--- config.mk ---
export PLATFORM = sky130hd
export DESIGN_NAME = brightness_control_decode_flat
export DESIGN_NICKNAME = d
export VERILOG_FILES = /design/src/rtl/brightness_control_decode_if.sv /design/src/rtl/brightness_control_decode.sv /design/src/flat_wrapper.sv
export SDC_FILE = /design/constraint.sdc
export NUM_CORES = 1
export LEC_CHECK = 0
export BUFFER_PORTS_ARGS = -buffer_cell sky130_fd_sc_hd__buf_2
export CORE_MARGIN = 4
export CORE_UTILIZATION = 52
export DETAILED_ROUTE_END_ITERATION = 6
export GPL_TIMING_DRIVEN = 0
export PLACE_DENSITY = 0.89
export SYNTH_ARGS = -nofsm -noshare
export SYNTH_HDL_FRONTEND = slang
export SYNTH_SLANG_ARGS = --single-unit
--- constraint.sdc ---
create_clock -name clk -period 2.8 [get_ports clk]
set_input_delay 0.56 -clock clk [delete_from_list [all_inputs] [get_ports clk]]
set_output_delay 0.56 -clock clk [all_outputs]
set_load 0.1 [all_outputs]
--- src/rtl/brightness_control_decode_if.sv ---
// ---------------------------------------------------------------------------
// brightness_control_decode_if
//   Avalon-ST bundle around brightness_control_decode: the input stream
//   (din_*) and the output stream (dout_*).
//   slave  : decoder view (sinks din, sources dout).
//   master : environment view (sources din, sinks dout).
// Parameters:
//   DATA_WIDTH : stream data width (DATA_BITS*DATA_PLANES of the decoder).
// ---------------------------------------------------------------------------
interface brightness_control_decode_if #(
    parameter int DATA_WIDTH = 8
) ();
    logic [DATA_WIDTH-1:0] din_data;
    logic                  din_valid;
    logic                  din_startofpacket;
    logic                  din_endofpacket;
    logic                  din_ready;

    logic [DATA_WIDTH-1:0] dout_data;
    logic                  dout_valid;
    logic                  dout_startofpacket;
    logic                  dout_endofpacket;
    logic                  dout_ready;

    modport slave (
        input  din_data, din_valid, din_startofpacket, din_endofpacket,
        output din_ready,
        output dout_data, dout_valid, dout_startofpacket, dout_endofpacket,
        input  dout_ready
    );

    modport master (
        output din_data, din_valid, din_startofpacket, din_endofpacket,
        input  din_ready,
        input  dout_data, dout_valid, dout_startofpacket, dout_endofpacket,
        output dout_ready
    );
endinterface

--- src/rtl/brightness_control_decode.sv ---
// ---------------------------------------------------------------------------
// brightness_control_decode
//   Avalon-ST video decoder feeding brightness_control_encode. Control packets
//   (type 0xF) are stripped and their width/height/interlaced nibbles latched,
//   other non-video packets are discarded, and video packets (type 0x0) are
//   forwarded without their header beat; the first forwarded pixel carries
//   dout_startofpacket.
//
// Ports:
//   clk, rst          : single clock, synchronous active-high reset
//   bus (slave)       : din_* input stream / dout_* output stream
//   video_width       : last committed width  (16 bit)
//   video_height      : last committed height (16 bit)
//   video_interlaced  : last committed interlace nibble
//   ctrl_update       : one-cycle pulse when control fields are committed
//   ctrl_error        : one-cycle pulse after a short control packet
//
// Build option:
//   BRIGHTNESS_CONTROL_DECODE_CHECK_EN
//     defined   : control nibbles collect in a shadow copy and commit only at
//                 EOP once all 9 nibbles arrived; a short packet leaves the
//                 fields unchanged and pulses ctrl_error.
//     undefined : each nibble writes the live fields directly, ctrl_update
//                 pulses at every control EOP and ctrl_error is tied to 0.
// ---------------------------------------------------------------------------
module brightness_control_decode #(
    parameter int DATA_WIDTH  = 8,
    parameter int DATA_BITS   = 8,
    parameter int DATA_PLANES = 1
) (
    input  logic                        clk,
    input  logic                        rst,
    brightness_control_decode_if.slave  bus,
    output logic [15:0]                 video_width,
    output logic [15:0]                 video_height,
    output logic [3:0]                  video_interlaced,
    output logic                        ctrl_update,
    output logic                        ctrl_error
);
    localparam int NIBBLES = 9;

    typedef enum logic [3:0] {
        ST_IDLE  = 4'b0001,
        ST_CTRL  = 4'b0010,
        ST_VIDEO = 4'b0100,
        ST_SKIP  = 4'b1000
    } state_e;

    state_e                state_q, state_d;
    logic                  first_pix_q, first_pix_d;
    logic [3:0]            nib_cnt_q, nib_cnt_d;
    // Packed {width, height, interlaced}; nibble n lives at bits [35-4n -: 4].
    logic [35:0]           fields_q, fields_d;
    logic                  ctrl_update_q, ctrl_update_d;
`ifdef BRIGHTNESS_CONTROL_DECODE_CHECK_EN
    logic [35:0]           shadow_q, shadow_d;
    logic                  ctrl_error_q, ctrl_error_d;
`endif

    logic [DATA_WIDTH-1:0] dout_data_q, dout_data_d;
    logic                  dout_valid_q, dout_valid_d;
    logic                  dout_sop_q, dout_sop_d;
    logic                  dout_eop_q, dout_eop_d;

    logic                  din_ready;
    logic                  din_xfer;
    logic [3:0]            hdr_type;

    assign din_ready = !rst && (!dout_valid_q || bus.dout_ready);
    assign din_xfer  = bus.din_valid && din_ready;
    assign hdr_type  = bus.din_data[3:0];

    // Drop this beat's DATA_PLANES nibbles into the field vector, starting at
    // nibble index cnt; anything past the 9th nibble is ignored.
    function automatic logic [35:0] put_nibbles(input logic [35:0]           fld,
                                                input logic [3:0]            cnt,
                                                input logic [DATA_WIDTH-1:0] data);
        logic [35:0] r;
        int          idx;
        r = fld;
        for (int k = 0; k < DATA_PLANES; k++) begin
            idx = int'(cnt) + k;
            if (idx < NIBBLES) begin
                r[35 - 4*idx -: 4] = data[k*DATA_BITS +: 4];
            end
        end
        return r;
    endfunction

    // Nibble counter saturates at 9 so long packets cannot wrap it.
    function automatic logic [3:0] cnt_advance(input logic [3:0] cnt);
        int n;
        n = int'(cnt) + DATA_PLANES;
        if (n > NIBBLES) begin
            n = NIBBLES;
        end
        return 4'(n);
    endfunction

    always_comb begin
        state_d       = state_q;
        first_pix_d   = first_pix_q;
        nib_cnt_d     = nib_cnt_q;
        fields_d      = fields_q;
        ctrl_update_d = 1'b0;
`ifdef BRIGHTNESS_CONTROL_DECODE_CHECK_EN
        shadow_d      = shadow_q;
        ctrl_error_d  = 1'b0;
`endif
        dout_data_d   = dout_data_q;
        dout_sop_d    = dout_sop_q;
        dout_eop_d    = dout_eop_q;
        dout_valid_d  = dout_valid_q && !bus.dout_ready;

        if (din_xfer) begin
            if (bus.din_startofpacket) begin
                // Any SOP is a fresh header, whatever state we were in; an
                // open output packet is simply abandoned.
                case (hdr_type)
                    4'h0: begin
                        state_d     = ST_VIDEO;
                        first_pix_d = 1'b1;
                    end
                    4'hF: begin
                        state_d   = ST_CTRL;
                        nib_cnt_d = '0;
                    end
                    default: state_d = ST_SKIP;
                endcase
                // A header-only packet carries nothing to parse or forward.
                if (bus.din_endofpacket) begin
                    state_d = ST_IDLE;
                end
            end else begin
                case (state_q)
                    ST_CTRL: begin
                        nib_cnt_d = cnt_advance(nib_cnt_q);
`ifdef BRIGHTNESS_CONTROL_DECODE_CHECK_EN
                        shadow_d = put_nibbles(shadow_q, nib_cnt_q, bus.din_data);
                        if (bus.din_endofpacket) begin
                            if (nib_cnt_d == 4'(NIBBLES)) begin
                                fields_d      = shadow_d;
                                ctrl_update_d = 1'b1;
                            end else begin
                                ctrl_error_d  = 1'b1;
                            end
                        end
`else
                        fields_d = put_nibbles(fields_q, nib_cnt_q, bus.din_data);
                        if (bus.din_endofpacket) begin
                            ctrl_update_d = 1'b1;
                        end
`endif
                        if (bus.din_endofpacket) begin
                            state_d = ST_IDLE;
                        end
                    end
                    ST_VIDEO: begin
                        dout_valid_d = 1'b1;
                        dout_data_d  = bus.din_data;
                        dout_sop_d   = first_pix_q;
                        dout_eop_d   = bus.din_endofpacket;
                        first_pix_d  = 1'b0;
                        if (bus.din_endofpacket) begin
                            state_d = ST_IDLE;
                        end
                    end
                    ST_SKIP: begin
                        if (bus.din_endofpacket) begin
                            state_d = ST_IDLE;
                        end
                    end
                    default: begin
                        // IDLE: stray non-SOP beats are swallowed.
                    end
                endcase
            end
        end
    end

    // ---- register stage: control state and the single output beat ----
    always_ff @(posedge clk) begin
        if (rst) begin
            state_q       <= ST_IDLE;
            first_pix_q   <= 1'b0;
            nib_cnt_q     <= '0;
            fields_q      <= '0;
            ctrl_update_q <= 1'b0;
`ifdef BRIGHTNESS_CONTROL_DECODE_CHECK_EN
            shadow_q      <= '0;
            ctrl_error_q  <= 1'b0;
`endif
            dout_data_q   <= '0;
            dout_valid_q  <= 1'b0;
            dout_sop_q    <= 1'b0;
            dout_eop_q    <= 1'b0;
        end else begin
            state_q       <= state_d;
            first_pix_q   <= first_pix_d;
            nib_cnt_q     <= nib_cnt_d;
            fields_q      <= fields_d;
            ctrl_update_q <= ctrl_update_d;
`ifdef BRIGHTNESS_CONTROL_DECODE_CHECK_EN
            shadow_q      <= shadow_d;
            ctrl_error_q  <= ctrl_error_d;
`endif
            dout_data_q   <= dout_data_d;
            dout_valid_q  <= dout_valid_d;
            dout_sop_q    <= dout_sop_d;
            dout_eop_q    <= dout_eop_d;
        end
    end

    assign bus.din_ready          = din_ready;
    assign bus.dout_data          = dout_data_q;
    assign bus.dout_valid         = dout_valid_q;
    assign bus.dout_startofpacket = dout_sop_q;
    assign bus.dout_endofpacket   = dout_eop_q;

    assign video_width      = fields_q[35:20];
    assign video_height     = fields_q[19:4];
    assign video_interlaced = fields_q[3:0];
    assign ctrl_update      = ctrl_update_q;
`ifdef BRIGHTNESS_CONTROL_DECODE_CHECK_EN
    assign ctrl_error       = ctrl_error_q;
`else
    assign ctrl_error       = 1'b0;
`endif
endmodule

--- src/flat_wrapper.sv ---
// flat-port wrapper written by rule: the top's interface ports become plain ports
module brightness_control_decode_flat 
#(
    parameter int DATA_WIDTH  = 8,
    parameter int DATA_BITS   = 8,
    parameter int DATA_PLANES = 1
)
  (clk, rst, video_width, video_height, video_interlaced, ctrl_update, ctrl_error, bus_din_data, bus_din_valid, bus_din_startofpacket, bus_din_endofpacket, bus_din_ready, bus_dout_data, bus_dout_valid, bus_dout_startofpacket, bus_dout_endofpacket, bus_dout_ready);
  brightness_control_decode_if #(.DATA_WIDTH(DATA_WIDTH)) bus_i ();
  input  logic clk;
  input  logic rst;
  output logic [15:0] video_width;
  output logic [15:0] video_height;
  output logic [3:0] video_interlaced;
  output logic ctrl_update;
  output logic ctrl_error;
  input wire logic [$bits(bus_i.din_data)-1:0] bus_din_data;
  input wire logic [$bits(bus_i.din_valid)-1:0] bus_din_valid;
  input wire logic [$bits(bus_i.din_startofpacket)-1:0] bus_din_startofpacket;
  input wire logic [$bits(bus_i.din_endofpacket)-1:0] bus_din_endofpacket;
  output wire logic [$bits(bus_i.din_ready)-1:0] bus_din_ready;
  output wire logic [$bits(bus_i.dout_data)-1:0] bus_dout_data;
  output wire logic [$bits(bus_i.dout_valid)-1:0] bus_dout_valid;
  output wire logic [$bits(bus_i.dout_startofpacket)-1:0] bus_dout_startofpacket;
  output wire logic [$bits(bus_i.dout_endofpacket)-1:0] bus_dout_endofpacket;
  input wire logic [$bits(bus_i.dout_ready)-1:0] bus_dout_ready;
  assign bus_i.din_data = bus_din_data;
  assign bus_i.din_valid = bus_din_valid;
  assign bus_i.din_startofpacket = bus_din_startofpacket;
  assign bus_i.din_endofpacket = bus_din_endofpacket;
  assign bus_din_ready = bus_i.din_ready;
  assign bus_dout_data = bus_i.dout_data;
  assign bus_dout_valid = bus_i.dout_valid;
  assign bus_dout_startofpacket = bus_i.dout_startofpacket;
  assign bus_dout_endofpacket = bus_i.dout_endofpacket;
  assign bus_i.dout_ready = bus_dout_ready;
  brightness_control_decode #(.DATA_WIDTH(DATA_WIDTH), .DATA_BITS(DATA_BITS), .DATA_PLANES(DATA_PLANES)) u_core (.clk(clk), .rst(rst), .bus(bus_i), .video_width(video_width), .video_height(video_height), .video_interlaced(video_interlaced), .ctrl_update(ctrl_update), .ctrl_error(ctrl_error));
endmodule
# Word-level counts from Yosys, hierarchy flattened
# Index checks and enable logic that the tools add are counted.
# totals
regBits	57
out_inout_bits	50
ram_bits	0
latch_bits	0
mem_count	0
in_bits	14
romBits	0
# classes
bitwise	3
multipliers	0
n_lt_le_gt_ge	2
mux	17
n_addsub	3
div	0
shift	2
reduce_logical	19
n_eq_ne	6
# ops
op	n
$shift 4x33->39 const A	1
$shiftx 4x33->39	1
$bwmux 36	1
$neg 32->33	1
$mux 4	8
$reduce_and 3->1	4
$eq 4x4->1 const B	2
$pmux 4 s2	1
$reduce_bool 2->1	4
$mux 1	7
$sub 6x6->7 const A	1
$add 4x1->5 const B	1
$gt 5x4->1 const B	1
$eq 4x2->1 const B	1
$eq 4x3->1 const B	1
$logic_not 4->1	1
$lt 4x4->1 const B	1
$ne 2x1->1 const B	2
$reduce_and 4->1	1
$reduce_or 4->1	1
$logic_and 1x1->1	3
$logic_not 1->1	3
$not 1->1	3
$reduce_or 3->1	1
$logic_or 1x1->1	1

# Depth between registers and ports, before layout
# logic_depth
word_depth	6
depth_mapped	9
ltp_nobuf	7

# Worst setup path before layout
# Ideal clock, no wire load.
# synth_path
kind	input -> output
start	input rst
end	output bus_din_ready
arrival_ns	2.219
slack_ns	0.021
n_path_buf	2
stages	3
t_required_ns	2.240
cell_sequence	clkbuf_1 buf_1 nor2_1
# synth_between
elab_chain_cells	2
# synth_rtl
item	line	text
start, declared	flat_wrapper.sv:11	input logic rst;
$logic_not 1->1	brightness_control_decode.sv:69	assign din_ready = !rst && (!dout_valid_q || bus.dout_ready);
$logic_and 1x1->1	brightness_control_decode.sv:69	
end, declared	flat_wrapper.sv:21	output wire logic [$bits(bus_i.din_ready)-1:0] bus_din_ready;
# Every way passes these cells.

# Worst setup path in the final report
# layout_path
start	register u_core.nib_cnt_q[0]
end	register u_core.fields_q[8]
# layout_between
elab_chain_cells	4
# layout_rtl
item	line	text
start, declared	brightness_control_decode.sv:51	logic [3:0] nib_cnt_q, nib_cnt_d;
start signal, assigned	brightness_control_decode.sv:200	nib_cnt_q <= nib_cnt_d;
$sub 6x6->7	brightness_control_decode.sv:84	r[35 - 4*idx -: 4] = data[k*DATA_BITS +: 4];
$neg 32->33	brightness_control_decode.sv:84	
$shiftx 4x33->39 / $shift 4x33->39 (equally long branches)	brightness_control_decode.sv:84	
$bwmux 36	brightness_control_decode.sv:84	
end signal, assigned	brightness_control_decode.sv:201	fields_q <= fields_d;
end, declared	brightness_control_decode.sv:53	logic [35:0] fields_q, fields_d;
# Parallel ways exist; a longest one is shown, timed or not.
# A chain may end at the register's enable or synchronous reset.

==> impl_metrics.yaml <==
critical_path:
  r2r_slack_ps: 230
  reg2reg_depth: 7
  setup.worst_path.start_class: "flip-flop"
  reg2reg_from: "u_core.nib_cnt_q[0]$_SDFFE_PP0P_"
  path_class: "reg2reg"
  cpPeakStageDelay_ps: 540
  cp-end-kind: "flip-flop"
  worstPathCellList: "buf_4 > inv_1 > ha_1 > clkbuf_1 > nand3_1 > nor3_2 > mux2i_1"
  r2r_end: "u_core.fields_q[8]$_SDFFE_PP0P_"
  cp.arrival_ps: 2810
  slowest_stage: "clkbuf_1"
  critPathRequiredTime_ps: 3040
  crit_fanout: 10
floorplan:
  core_area_um2: 4690
  top_level_ports: 64
  dieArea_um2: 6000
  die_h_um: 77.5
  initial_core_util_pct: 53.5
  die_w_um: 77.5
  rows: 25
timing:
  setup_violations: 0
  relSlewSlack_pct: 53.3
  slew_violations: 0
  fin_crit_ps: 2570
  rsz0062_at_grt: "false"
  setup_slack_ps: 233
  worstMarginPinSlew_ps: 700
  fmax_mhz: 390
  post-route-period-util_pct: 91.7
  finalHoldViolCount: 0
  clock_skew_ps: 9.22
  setup_tns_ps: 0
route:
  wl_per_cell_um: 15.1
  vias: 2137
  dr.first_iter.drc_count: 180
  drt-total-wl_um: 5920
  ant_nets: 0
  dr_wl_met2_um: 2930
  wl_met3_um: 384
  drc: 0
  top_layer: "met4"
  wl_met1_um: 2440
  firstDrtPassIters: 4
  via_per_inst: 5.44
cells_and_area:
  layout-drive-gt1-share_pct: 28.9
  seq_area_um2: 1140
  finish.instance_area_um2: 3100
  area_delta_synth_final_pct: 23.6
  final_cells: 393
  final_nets: 351
  n_antenna_cell: 0
  nFillCells: 367
  multiInputGateArea_um2: 1270
min_path:
  hold_path.class: "reg2reg"
  min_to: "u_core.fields_q[35]$_SDFFE_PP0P_"
  worstHoldStart: "u_core.fields_q[35]$_SDFFE_PP0P_"
  whs_path_depth: 2
grt:
  antenna_found_initial: 0
  grt_usage_pct: 21.3
  grt_max_degree: 11
  grt_pass1_vias: 2195
  grt_pass1_wl_um: 10200
  grt_overflow_total: 0
synth:
  synth_xor_area_share_pct: 1.05
  synth-edff-count: 0
  yosysWarnings: 0
  yosys.area_share.simple_pct: 23.8
  synth-main-ff-cell: "dfxtp_1"
  synthAdderAreaFrac_pct: 1.50
  synth_top_family_by_area: "simple AND/OR/NAND/NOR gates"
  synth_seq_cells: 57
  synth-async-reset-ratio_pct: 0
  synth_cell_types: 48
  syn-cell-area_um2: 2510
  syn-num-nets: 279
  synth_compound_area_share_pct: 7.23
  synth-seq-area-share_pct: 45.5
  syn_area_per_cell_um2: 9.58
  synthMuxAreaShare_pct: 16.8
  syn_inst: 262
clock_tree:
  cts_resized: 0
  cts_max_path_buffers: 2
  cts_buffers: 9
  cts_root_buf: "clkbuf_8"
  cts_tree: "done"
  cts-htree-levels: 3
  cts_num_sinks: 57
  clk_latency_ps: 330
  cts_setup_buffers: 0
  clk_pin_slew_ps: 60
  ctsHoldBuffers: 0
job:
  drv_cap: 0
placement:
  placed_cells: 377
  io_buffers: 61
  gp_congestion: 0.886
  place_area_um2: 2880
  pre_cts_ws_ps: 313
  hpwlAfterDp_um: 4100
outcome:
  status: "completed"
pwr:
  leakage_nw: 1.34
  p_per_area_nw_per_um2: 555
  ir_drop_v: 0.000412
-- state kept, by name, summed over array words and instances (netlist names) --
register / flops
u_core.bus.dout_data: 8
u_core.bus.dout_endofpacket: 1
u_core.bus.dout_startofpacket: 1
u_core.bus.dout_valid: 1
u_core.ctrl_update: 1
u_core.fields_q: 36
u_core.first_pix_q: 1
u_core.nib_cnt_q: 4
u_core.state_q: 4
-- cell families after synthesis --
group,count (synthesis)
compound gates,27
buf+inv,21
flops,57
mux,42
other cells,1
simple gates,108
fa+ha+maj,3
xor+xnor,3
-- power breakdown --
group	internal (mW)	switching, mW
Combinational	0.0153	0.0458
Clock	0.524	0.323
Sequential	0.812	0.00145
Total	1.35	0.370
-- area by class of cell --
class	count	share of cell area (%)
Inverter	6	0.726
Buffer	15	2.50
Multi-Input combinational cell	184	40.9
Clock buffer	11	4.56
Tap cell	54	2.18
Sequential cell	57	36.8
Clock inverter	5	2.54
Timing Repair Buffer	61	9.84
-- Yosys cell counts, types with 2 or more instances --
library cell | instances | area share (%)
o21ai_0 | 7 | 1.4
nor2b_1 | 2 | 0.50
buf_4 | 3 | 0.90
ha_1 | 3 | 1.5
nand3_1 | 9 | 1.8
a21oi_1 | 7 | 1.4
a22o_1 | 2 | 0.70
dfxtp_1 | 57 | 45
nor4_4 | 3 | 2.5
nand2b_1 | 4 | 1.0
and3_1 | 3 | 0.75
inv_1 | 6 | 0.90
nor2_1 | 27 | 4.0
a31o_2 | 2 | 0.70
nand2_1 | 37 | 5.5
nor3_2 | 3 | 1.2
clkbuf_1 | 8 | 1.2
xor2_1 | 2 | 0.70
nand4_1 | 2 | 0.50
buf_2 | 2 | 0.40
nor3_1 | 3 | 0.60
nor3b_2 | 2 | 1.0
mux2i_1 | 42 | 17
or3_1 | 2 | 0.50
-- worst max-delay path, delay by kind of cell, from the launching register on --
kind	cells	cell delay [ps]
adders and majority gates	1	310
and+or+nand+nor	2	710
DFF	1	340
muxes	1	280
buffers and inverters	3	850
-- layout by cell type, fill, tap and decap left out, types with 2 or more instances in the layout --
cell / count
bufinv_16: 2
buf_4: 3
inv_1: 6
o21ai_0: 7
or3_1: 2
a21oi_1: 7
nand2b_1: 4
nor3_1: 3
xor2_1: 2
nand4_1: 2
mux2i_1: 42
nor2b_1: 2
nand2_1: 37
buf_2: 63
nand3_1: 9
a31o_2: 2
a22o_1: 2
clkbuf_1: 9
clkbuf_8: 10
and3_1: 3
nor3b_2: 2
ha_1: 3
nor2_1: 27
nor3_2: 3
nor4_4: 3
clkinv_2: 2
dfxtp_1: 57
-- worst max path at each step --
stage / from / to / slack (ps)
after floorplan: rst / bus_din_ready / 20
after global placement: u_core.nib_cnt_q[0]$_SDFFE_PP0P_ / u_core.fields_q[24]$_SDFFE_PP0P_ / 360
after detailed placement: u_core.nib_cnt_q[0]$_SDFFE_PP0P_ / u_core.fields_q[25]$_SDFFE_PP0P_ / 310
after CTS: u_core.nib_cnt_q[0]$_SDFFE_PP0P_ / u_core.fields_q[8]$_SDFFE_PP0P_ / 250
after global routing: u_core.nib_cnt_q[0]$_SDFFE_PP0P_ / u_core.fields_q[11]$_SDFFE_PP0P_ / 70
final: u_core.nib_cnt_q[0]$_SDFFE_PP0P_ / u_core.fields_q[8]$_SDFFE_PP0P_ / 230
-- routing by layer --
metal | vias up | global-route usage (%)
li1 | 1053 | -
met1 | 996 | 25.2
met2 | 72 | 35.5
met3 | 16 | 5.80
met4 | 0 | 10.3
met5 | - | 0
-- through the flow --
stage               hold WS [ps]  power [mW]  util [%]
global route                 470        1.79      66.1
detailed placement           449       0.892      61.4
CTS                          453        1.74      66.1
floorplan                    445       0.867         -
finish                       458        1.72      66.1
global placement             443       0.891      61.4
Power figures use the tool's default switching activity.
